[config.mk]
export PLATFORM = sky130hd
export DESIGN_NAME = fwd_hazard_tracker
export DESIGN_NICKNAME = d
export VERILOG_FILES = /design/src/rtl/fwd_hazard_tracker.sv
export SDC_FILE = /design/constraint.sdc
export NUM_CORES = 1
export LEC_CHECK = 0
export CORE_UTILIZATION = 50
export CTS_BUF_LIST = sky130_fd_sc_hd__clkbuf_4
export CTS_CLUSTER_SIZE = 30
export DETAILED_ROUTE_END_ITERATION = 12
export PLACE_DENSITY = 0.77
export REMOVE_ABC_BUFFERS = 1
export SYNTH_ARGS = -nofsm -noshare
export SYNTH_HDL_FRONTEND = slang
export SYNTH_SLANG_ARGS = --single-unit
[constraint.sdc]
create_clock -name clk -period 2.46 [get_ports clk]
set_input_delay 0.369 -clock clk [delete_from_list [all_inputs] [get_ports clk]]
set_output_delay 0.369 -clock clk [all_outputs]
set_load 0.05 [all_outputs]
[src/rtl/fwd_hazard_tracker.sv]
// fwd_hazard_tracker
//   Forwarding and load-use hazard unit beside the ID/EX boundary. Keeps a
//   private shift register of in-flight writer tags (entry[0] = ID/EX,
//   entry[k] = k-th stage after EX). It derives per-source forward selects
//   for the instruction in EX and a load-use stall for the instruction in ID.
//
// Ports
//   clk, rst_n          clock, asynchronous active-low reset
//   issue_valid         ID instruction wants to move to EX
//   issue_reg_write     ID instruction writes a register
//   issue_is_load       ID instruction is a load
//   issue_rd            ID destination register
//   issue_src           ID source registers, source i at [i*REG_BITS +: REG_BITS]
//   issue_src_used      per-source "operand is read" mask
//   flush               kill the ID instruction, bubble into ID/EX
//   stall               hold PC and IF/ID, bubble into ID/EX
//   fwd_sel             per EX source: 0 = register file, k = stage k result
//   stall_cycles        saturating count of stalled cycles
//   hazard_err          sticky: EX consumed a load result not yet forwardable
module fwd_hazard_tracker #(
    parameter int REG_BITS = 5,
    parameter int NUM_SRC  = 2,
    parameter int DEPTH    = 2,
    parameter int LOAD_LAT = 1,
    parameter int SELW     = $clog2(DEPTH + 1)
) (
    input  logic                         clk,
    input  logic                         rst_n,
    input  logic                         issue_valid,
    input  logic                         issue_reg_write,
    input  logic                         issue_is_load,
    input  logic [REG_BITS-1:0]          issue_rd,
    input  logic [NUM_SRC*REG_BITS-1:0]  issue_src,
    input  logic [NUM_SRC-1:0]           issue_src_used,
    input  logic                         flush,
    output logic                         stall,
    output logic [NUM_SRC*SELW-1:0]      fwd_sel,
    output logic [15:0]                  stall_cycles,
    output logic                         hazard_err
);

    logic [DEPTH:0]          e_valid;
    logic [DEPTH:0]          e_wr;
    logic [DEPTH:0]          e_ld;
    logic [REG_BITS-1:0]     e_rd [0:DEPTH];
    logic [DEPTH:0]          writing;

    logic [NUM_SRC*REG_BITS-1:0] ex_src;
    logic [NUM_SRC-1:0]          ex_used;

    logic [NUM_SRC-1:0]      found;
    logic                    hz_now;
    logic                    accept;

    // Register 0 is hard-wired, so writers of r0 never create a dependency.
    always_comb begin
        writing = '0;
        for (int k = 0; k <= DEPTH; k++) begin
            writing[k] = e_valid[k] && e_wr[k] && (e_rd[k] != '0);
        end
    end

    // Load-use stall: a load still within its latency window (entries
    // 0..LOAD_LAT-1) cannot feed the ID instruction one cycle later.
    always_comb begin
        stall = 1'b0;
        if (issue_valid && !flush) begin
            for (int i = 0; i < NUM_SRC; i++) begin
                for (int p = 0; p < LOAD_LAT; p++) begin
                    if (issue_src_used[i] && writing[p] && e_ld[p] &&
                        (e_rd[p] == issue_src[i*REG_BITS +: REG_BITS])) begin
                        stall = 1'b1;
                    end
                end
            end
        end
    end

    // Forward select: scan from the youngest stage so the most recent
    // writer of a register wins.
    always_comb begin
        fwd_sel = '0;
        found   = '0;
        hz_now  = 1'b0;
        for (int i = 0; i < NUM_SRC; i++) begin
            for (int k = 1; k <= DEPTH; k++) begin
                if (!found[i] && ex_used[i] && writing[k] &&
                    (e_rd[k] == ex_src[i*REG_BITS +: REG_BITS])) begin
                    found[i]                 = 1'b1;
                    fwd_sel[i*SELW +: SELW]  = SELW'(k);
                    if (e_ld[k] && (k <= LOAD_LAT)) begin
                        hz_now = 1'b1;
                    end
                end
            end
        end
    end

    assign accept = issue_valid && !stall && !flush;

    always_ff @(posedge clk or negedge rst_n) begin
        if (!rst_n) begin
            e_valid      <= '0;
            e_wr         <= '0;
            e_ld         <= '0;
            for (int k = 0; k <= DEPTH; k++) begin
                e_rd[k] <= '0;
            end
            ex_src       <= '0;
            ex_used      <= '0;
            stall_cycles <= '0;
            hazard_err   <= 1'b0;
        end else begin
            // Back end never stalls: everything past ID/EX advances each cycle.
            for (int k = 1; k <= DEPTH; k++) begin
                e_valid[k] <= e_valid[k-1];
                e_wr[k]    <= e_wr[k-1];
                e_ld[k]    <= e_ld[k-1];
                e_rd[k]    <= e_rd[k-1];
            end
            if (accept) begin
                e_valid[0] <= 1'b1;
                e_wr[0]    <= issue_reg_write;
                e_ld[0]    <= issue_is_load;
                e_rd[0]    <= issue_rd;
                ex_src     <= issue_src;
                ex_used    <= issue_src_used;
            end else begin
                e_valid[0] <= 1'b0;
                e_wr[0]    <= 1'b0;
                e_ld[0]    <= 1'b0;
                e_rd[0]    <= '0;
                ex_used    <= '0;
            end
            if (stall && (stall_cycles != 16'hFFFF)) begin
                stall_cycles <= stall_cycles + 16'd1;
            end
            if (hz_now) begin
                hazard_err <= 1'b1;
            end
        end
    end

endmodule

* Word level (Yosys, flattened, before mapping)
Index checks and enable logic that the tools add are counted.
** Operators by class
- $add $sub $neg :: 1
- Equal/unequal tests :: 7
- Multiplexer cells :: 18
- Reductions and logical operators :: 33
** Operators with widths (number)
- 5-bit equality test :: 6
- 1-bit logical AND :: 26
- 16-bit by 1-bit adder with 16-bit output, second input constant :: 1
- 16-bit inequality test, second input constant :: 1
- 5-bit nonzero test :: 3
- 1-bit 2-to-1 mux :: 14
- 2-bit 2-to-1 mux :: 3
- 5-bit 2-to-1 mux :: 1
- 1-bit logical NOT :: 4
** Storage, ports and cells
- Register bits after elaboration :: 52
- Output and inout port bits :: 22

* Logic depth before layout (Yosys ltp)
Gate-level depths: netlist (run 1).
- Word-level depth :: 12
- Gate-level depth with buffers :: 7
- Gate-level depth less buffers :: 6

* Least setup slack after synthesis (run 1)
OpenSTA, ideal clock, no wires.
- Path kind :: register to output
- Start :: register e_rd[6] (netlist bit)
- End :: output port fwd_sel[1]
- Arrival time :: 2546 ps
- Data required time :: 2091 ps
- Setup slack :: -455 ps
- Stages on the path, launching flop included :: 5
- Path through :: dfrtp_1 or4_1 o211ai_1 nor3_1 nor3_1
** On the way
- Longest elaborated chain between the ends :: 10
- Elaborated cells between the ends (all ways) :: 11
- Classes of those cells :: 1 x eq/ne; 2 x mux; 8 x reduce/logical
** RTL lines
- start: declaration :: RTL line 45 : logic [REG_BITS-1:0] e_rd [0:DEPTH];
- start signal: indexed assignment :: RTL line 119 : e_rd[k] <= e_rd[k-1];
- 5-bit nonzero test :: RTL line 59 : writing[k] = e_valid[k] && e_wr[k] && (e_rd[k] != '0);
- 1-bit logical AND :: RTL line 59
- 1-bit logical AND :: RTL line 87 : if (!found[i] && ex_used[i] && writing[k] &&
- 1-bit logical AND * :: RTL line 87
- 1-bit 2-to-1 mux * :: RTL line 87
- 1-bit logical NOT * :: RTL line 87
- 1-bit logical AND * (3 in a row) :: RTL line 87
- 2-bit 2-to-1 mux * :: RTL line 87
- end: declaration :: RTL line 37 : output logic [NUM_SRC*SELW-1:0] fwd_sel,
Mark *: on every way between the ends. The rest lies on a longest branch, timed or not.

* Worst setup path after layout (run 1)
- Start :: register e_rd[11] (netlist bit)
- End :: register ex_src[9]
** On the way
- Longest elaborated chain between the ends :: 11
- Elaborated cells between the ends (all ways) :: 16
- Classes of those cells :: 2 x eq/ne; 3 x mux; 11 x reduce/logical
** RTL lines
- 5-bit nonzero test :: RTL line 59
- 1-bit logical AND :: RTL line 59
- 1-bit logical AND (3 in a row) :: RTL line 70 : if (issue_src_used[i] && writing[p] && e_ld[p] &&
- 1-bit 2-to-1 mux :: RTL line 70
- 1-bit 2-to-1 mux * :: RTL line 70
- 1-bit 2-to-1 mux * :: RTL line 67 : if (issue_valid && !flush) begin
- 1-bit logical NOT * :: RTL line 99 : assign accept = issue_valid && !stall && !flush;
- 1-bit logical AND * (2 in a row) :: RTL line 99
- end signal: assignment :: RTL line 126 : ex_src <= issue_src;
- end: declaration :: RTL line 48 : logic [NUM_SRC*REG_BITS-1:0] ex_src;
Marked as above.
A chain may end at the register's enable or synchronous reset.

==> results by group, run 1 <==
Final layout
  • Layout Nets: approximately 280
  • # diodes: 0
  • Fin area: 0.00311 mm²
  • Area grow syn2layout: 28.3%
  • Non-filler instance count after layout: 312
  • # fillers: 333
  • Register area: about 0.0013 mm²
  • Layout cells sized above 1: roughly 18%
  • Multi-input gate area: between 0.001 and 0.0015 mm²

Critical path
  • R2r worst-path depth: 5
  • Slowest stage delay, CP: around 0.85 ns
  • Setup crit start kind: flop
  • Arr. time, crit path: roughly 2.7 ns
  • Critical path type: reg2reg
  • CP Launch Point: e_rd[11]
  • Slowest CP cell: a21oi_2
  • Worst r2r src: e_rd[11]
  • Sequence of cells on the critical path: or4_4, o21ai_4, inv_2, a21oi_2, mux2_4
  • CP Max Fanout: 20
  • CP Capture Type: flop
  • R2r setup slk: -0.009 ns
  • CP required: roughly 2.7 ns
  • RR Endpoint: ex_src[9]

Pwr
  • Leak: approximately 1.3 nW
  • Total power draw: between 1.5 and 2 mW
  • P per Cell Area: approximately 520 mW/mm²
  • Peak supply drop: 0.000355 V

Detailed routing
  • DRT iter0 DRCs: about 130
  • Via count: approximately 1700
  • ANT nets after route: 0
  • # DRC: 0
  • DRT Pass-1 Iters: 4
  • Via-to-Cell Ratio: roughly 5.5
  • Drt total wl: between 5000 and 6000 µm
  • WL/cell: 16.2 µm

Logic synthesis
  • Compound-Gate Fraction of Synth Area: roughly 4.3%
  • Largest family of logic cells by synthesized area: simple AND/OR/NAND/NOR gates
  • Number of synthesized register bits: 52
  • Ys Warns: 0
  • Asr flop ratio synth: 100%
  • Yosys top cell area share: between 50% and 60%
  • Netlist cell types: 36
  • Synth Instances: roughly 200
  • Mux share of post-synthesis cell area: under 10%
  • Mapped cell area: 0.00242 mm²
  • Top post-synthesis cells by area: dfrtp_1, xnor2_1, mux2_4
  • Top_reg_cell synth: dfrtp_1
  • Number of synthesized flops with an enable pin: 0
  • Average size of a mapped cell: around 12 µm²
  • Post-Synth Simple-Gate Area: 17.4%
  • XOR/XNOR share of the synthesized area: between 10% and 20%
  • Register area share after synthesis: between 50% and 60%
  • Synth area leader: dfrtp_1
  • Synth Area in Adders: 0.516%

Timing
  • Slew headroom: a little under a quarter
  • Period utilisation layout: 100%
  • Worst hold slack: just over 0.08 ns
  • Final max-slew violation count: 0
  • Worst Max-Slew Pin Slew: between 1 and 1.5 ns
  • Clk_skew: about 0.014 ns
  • Setup Viol. Count Final: 4
  • Fin. Hold Viols: 0
  • Final min period: between 2 and 2.5 ns
  • Unrepaired setup endpoints after global routing: yes
  • PnR worst setup slack: -0.00892 ns
  • Highest clock rate: about 410 MHz

Clock network
  • Clock slew seen by the registers of the worst setup and hold paths: 0.15 ns
  • Worst-Skew Late Latency: 0.37 ns
  • CTS Sinks: 52
  • Num CTS Buffers: 5
  • CTS H-Tree Depth: 2
  • Root Driver: clkbuf_4
  • Clock buffer depth: 2
  • CTS tree: yes

Floorplanning
  • Width of the die: ~72 µm
  • I/O pin count: 45
  • Cell Rows: 24
  • Initial Utilization: 53.8%
  • Area of the die: about 0.0051 mm²
  • Die height: 71.6 µm
  • Core area: 0.00450 mm²

Global routing
  • Pin count of the biggest net entering global routing: 53
  • Number of global-route vias before repair: 1785
  • Grt met3 use: 4.22%
  • Met1 Track Usage GR: between 30% and 40%
  • GRT overflow: 0
  • Total GRT Usage: between 20% and 30%
  • Grt peak-use layer: met2
  • Initial antenna violation count: 0
  • First-pass GRT wire length: 8650 µm
  • Met2 usage: a little over a third

Hold path
  • Worst hold-check path type: in2async

Placement
  • DP HPWL: roughly 3700 µm
  • Global placement routability congestion: 0.834
  • Post-Place Cells: a little over 300
  • Post-DP Area: about 0.003 mm²
  • Count of buffers from port buffering: 44

Outcome
  • Status: complete, but fails checks
  • Failing checks: negative setup slack

Job
  • MaxCap Viol Count: 0
metal layers:
layer	up-vias	part of all wire, %
met3	9	3.9
met5	-	0
li1	824	-
met2	41	49
met1	850	45
met4	0	1.7
metrics by stage:
| step | TNS [ns] | util [%] | worst slack, ns |
|---|---|---|---|
| 6_report | -0.0242 | 69.1 | -0.00892 |
| 5_1_grt | -0.996 | 69.1 | -0.102 |
| 4_1_cts | -0.0378 | 68.8 | -0.00820 |
| 3_5_place_dp | -1.33 | 66.5 | -0.142 |
| 3_3_place_gp | -0.893 | 66.5 | -0.0899 |
| 2_1_floorplan | -0.903 | - | -0.455 |
worst max path at each step:
stage                      end  slack, ns  cells after the start
detailed placement   ex_src[9]      -0.14                      6
CTS                  ex_src[8]     -0.008                      5
global route         ex_src[9]      -0.10                      5
finish               ex_src[9]     -0.009                      5
floorplan           fwd_sel[1]      -0.46                      4
global placement     ex_src[7]      -0.09                      6
power breakdown:
part | internal (mW) | switching [mW]
sequential | 0.895 | 0.0485
combinational | 0.127 | 0.0822
clock | 0.213 | 0.265
total | 1.23 | 0.396
what timing repair did:
item	CTS	global route
gates resized for setup	2	3
hold buffers	0	0
pin swaps	2	0
endpoints found under the setup margin	9	13
setup buffers	2	0
sequential cells by signal (all words and copies together), names as in the netlist:
name / flops
e_ld: 2
ex_src: 10
stall_cycles: 16
hazard_err: 1
e_rd: 15
ex_used: 2
e_wr: 3
e_valid: 3
critical path, delay by kind of cell, from the launching register on:
family          cells  cell delay [ns]
mux                 1             0.36
buf+inv             1             0.05
simple gates        1             0.55
flops               1             0.40
compound gates      2             1.01
layout by cell type, fill, tap and decap left out, drive strengths merged, types with 2 or more instances in the layout:
cell           synthesis  routed
nand2                  7       7
nand2b                 2       2
dfrtp                 52      52
mux2                  11      11
o211ai                 3       3
inv                    2       2
clkbuf                 1       5
nand4                 11      11
and3                   6       6
nor4                   2       2
o2111ai                2       2
and2                  10      10
xnor2                 36      36
clkinv                 0       2
a31oi                  2       2
nor3                   8       8
nand3                 14      14
xor2                   8       8
or4                    3       3
nor2                   4       4
buf                    4      18
clkdlybuf4s50          0      38
nor2b                  2       2
o21ai                  2       2
cell usage after synthesis (2+ instances only):
cell type   n
nand4_1    11
mux2_4     10
buf_2       3
nand2_1     7
nor4_1      2
nor2_1      4
and2_1     10
a31oi_1     2
or4_1       2
o2111ai_1   2
xor2_1      8
and3_1      6
o211ai_1    3
nand3_1    14
nand2b_1    2
dfrtp_1    52
xnor2_1    36
nor3_1      8
nor2b_1     2
cell families after synthesis:
group                    Yosys count
AO/OA/AOI/OAI                     12
XOR/XNOR                          44
adder cells (fa/ha/maj)            1
buffers and inverters              7
flip-flops                        52
multiplexers                      11
AND/OR/NAND/NOR                   74
layout make-up:
type / count / share of cell area [%]
clock buffer: 5 / 1.21
clock inverter: 3 / 1.37
inverter: 2 / 0.241
multi-input combinational: 142 / 35.4
sequential: 52 / 41.8
tap: 52 / 2.09
timing repair buffer: 56 / 17.8
Note: power is estimated with default switching activity, not from simulation.
==> inputs of run 2 (changes only) <==
Settings changed: RECOVER_POWER from default to 50.
==> results by group, run 2 (synthesis gave the netlist of run 1 again) <==
Floorplanning
  • I/O pin count: 45 (unchanged)
  • Area of the die: 0.00513 mm² (unchanged)
  • Initial Utilization: 53.8% (unchanged)
  • Core area: 0.00450 mm² (unchanged)
  • Width of the die: 71.6 µm (unchanged)
  • Cell Rows: 24 (unchanged)
  • Die height: 71.6 µm (unchanged)

Final layout
  • Layout cells sized above 1: 17.7% (unchanged)
  • Register area: 0.00130 mm² (unchanged)
  • # fillers: 334 (+0.30%)
  • Final core utilization: 69.0% (about the same)
  • Biggest registers after layout: stall_cycles (16), e_rd (15), ex_src (10)
  • Most common cell after layout, fill and taps aside: dfrtp_1
  • Commonest non-fill, non-tap cells in the layout: dfrtp_1, clkdlybuf4s50_1, xnor2_1
  • Largest register FFs: 16 (unchanged)
  • Area grow syn2layout: 28.2% (about the same)
  • # diodes: 0 (unchanged)
  • Reg with most FFs: stall_cycles
  • Multi-input gate area: 0.00110 mm² (unchanged)
  • Layout Nets: 283 (unchanged)

Timing
  • Period utilisation layout: 100% (unchanged)
  • Highest clock rate: 405 MHz (unchanged)
  • Clk_skew: 0.0138 ns (unchanged)
  • Fin. Hold Viols: 0 (unchanged)
  • Slew headroom: 19.8% (-3.5 points)
  • Final min period: 2.47 ns (unchanged)
  • Worst hold slack: 0.315 ns (+0.232 ns)
  • PnR worst setup slack: -0.00892 ns (unchanged)
  • Final max-slew violation count: 0 (unchanged)
  • Unrepaired setup endpoints after global routing: yes
  • Worst Max-Slew Pin Slew: 1.20 ns (+0.0525 ns)
  • Setup Viol. Count Final: 4 (unchanged)

Critical path
  • CP Launch Point: e_rd[11]
  • Slowest stage delay, CP: 0.85 ns (about the same)
  • Arr. time, crit path: 2.73 ns (about the same)
  • Worst r2r src: e_rd[11]
  • RR Endpoint: ex_src[9]
  • Worst path top cell family by delay: compound AO/OA/AOI/OAI gates
  • Slowest CP cell: a21oi_2
  • Sequence of cells on the critical path: or4_4, o21ai_4, inv_2, a21oi_2, mux2_4
  • R2r worst-path depth: 5 (unchanged)
  • CP Max Fanout: 20 (unchanged)
  • Setup crit start kind: flop
  • Buf/Inv on CP: 1 (unchanged)
  • CP Capture Type: flop
  • CP required: 2.73 ns (about the same)
  • Critical path type: reg2reg
  • R2r setup slk: -0.009 ns (about the same)

Pwr
  • P per Cell Area: 524 mW/mm² (about the same)
  • Total power draw: 1.63 mW (about the same)
  • Peak supply drop: 0.000355 V (about the same)
  • Leak: 1.31 nW (about the same)

Placement
  • DP HPWL: 3740 µm (unchanged)
  • Global placement routability congestion: 0.834 (unchanged)
  • Pre-CTS setup slack: -0.142 ns (unchanged)
  • Count of buffers from port buffering: 44 (unchanged)

Clock network
  • Worst-Skew Late Latency: 0.37 ns (about the same)
  • CTS tree: yes
  • Clock buffer depth: 2 (unchanged)
  • Num CTS Buffers: 5 (unchanged)
  • Clock slew seen by the registers of the worst setup and hold paths: 0.15 ns (about the same)
  • Root Driver: clkbuf_4
  • CTS H-Tree Depth: 2 (unchanged)
  • Hold-fix buffers, CTS: 0 (unchanged)
  • CTS Sinks: 52 (unchanged)

Global routing
  • GRT overflow: 0 (unchanged)
  • Total GRT Usage: 22.3% (unchanged)
  • Number of global-route vias before repair: 1785 (unchanged)
  • First-pass GRT wire length: 8650 µm (unchanged)
  • Initial antenna violation count: 0 (unchanged)
  • Pin count of the biggest net entering global routing: 53 (unchanged)

Detailed routing
  • Via count: 1724 (unchanged)
  • # DRC: 0 (unchanged)
  • DRT Pass-1 Iters: 4 (unchanged)
  • ANT nets after route: 0 (unchanged)
  • Via-to-Cell Ratio: 5.53 (unchanged)
  • WL/cell: 16.2 µm (unchanged)
  • Drt total wl: 5070 µm (unchanged)
  • DRT iter0 DRCs: 125 (unchanged)

Hold path
  • Worst hold-check path type: in2async

Job
  • MaxCap Viol Count: 0 (unchanged)

Outcome
  • Failing checks: negative setup slack
  • Status: complete, but fails checks
run 2: changes by cell type in the layout (fill, tap and decap cells not counted):
| cell | delta |
|---|---|
| buf_4 | -1 |
| clkbuf_2 | +1 |
run 2: worst max-delay path by stage:
stage                  to  slack (ns)  cells after the start
2_1_floorplan  fwd_sel[1]       -0.46                      4
3_3_place_gp    ex_src[7]       -0.09                      6
3_5_place_dp    ex_src[9]       -0.14                      6
4_1_cts         ex_src[8]      -0.008                      5
5_1_grt         ex_src[9]       -0.10                      5
6_report        ex_src[9]      -0.009                      5
run 2: layout make-up:
type | instances | share of cell area [%]
tap | 52 | 2.09
timing repair buffer | 56 | 17.8
clock inverter | 3 | 1.37
clock buffer | 5 | 1.21
sequential | 52 | 41.9
inverter | 2 | 0.242
multi-input combinational | 142 | 35.5
run 2: metal layers:
layer  track usage (%)  vias to the layer above  share of wire [%]
li1                  -                      824                  -
met1              30.3                      850                 45
met2              36.2                       41                 49
met3              4.22                        9                3.9
met4              8.06                        0                1.7
met5                 0                        -                  0
run 2: timing repair:
item	in CTS	in global routing
endpoints found under the setup margin	9	13
gates resized for setup	2	3
setup buffers	2	0
pin swaps	2	0
run 2: stage by stage:
step / area (µm²) / setup TNS [ns] / cells
4_1_cts: 3100 / -0.0378 / 312
3_3_place_gp: 2990 / -0.893 / 302
6_report: 3110 / -0.0242 / 312
2_1_floorplan: 2390 / -0.903 / 196
3_5_place_dp: 2990 / -1.33 / 302
5_1_grt: 3110 / -0.996 / 312
run 2: power breakdown:
group / internal [mW] / leakage [nW] / switching (mW) / total (mW)
clock network: 0.213 / 0.0428 / 0.265 / 0.478
logic: 0.126 / 0.581 / 0.0822 / 0.208
registers: 0.895 / 0.690 / 0.0485 / 0.944
total: 1.23 / 1.31 / 0.396 / 1.63
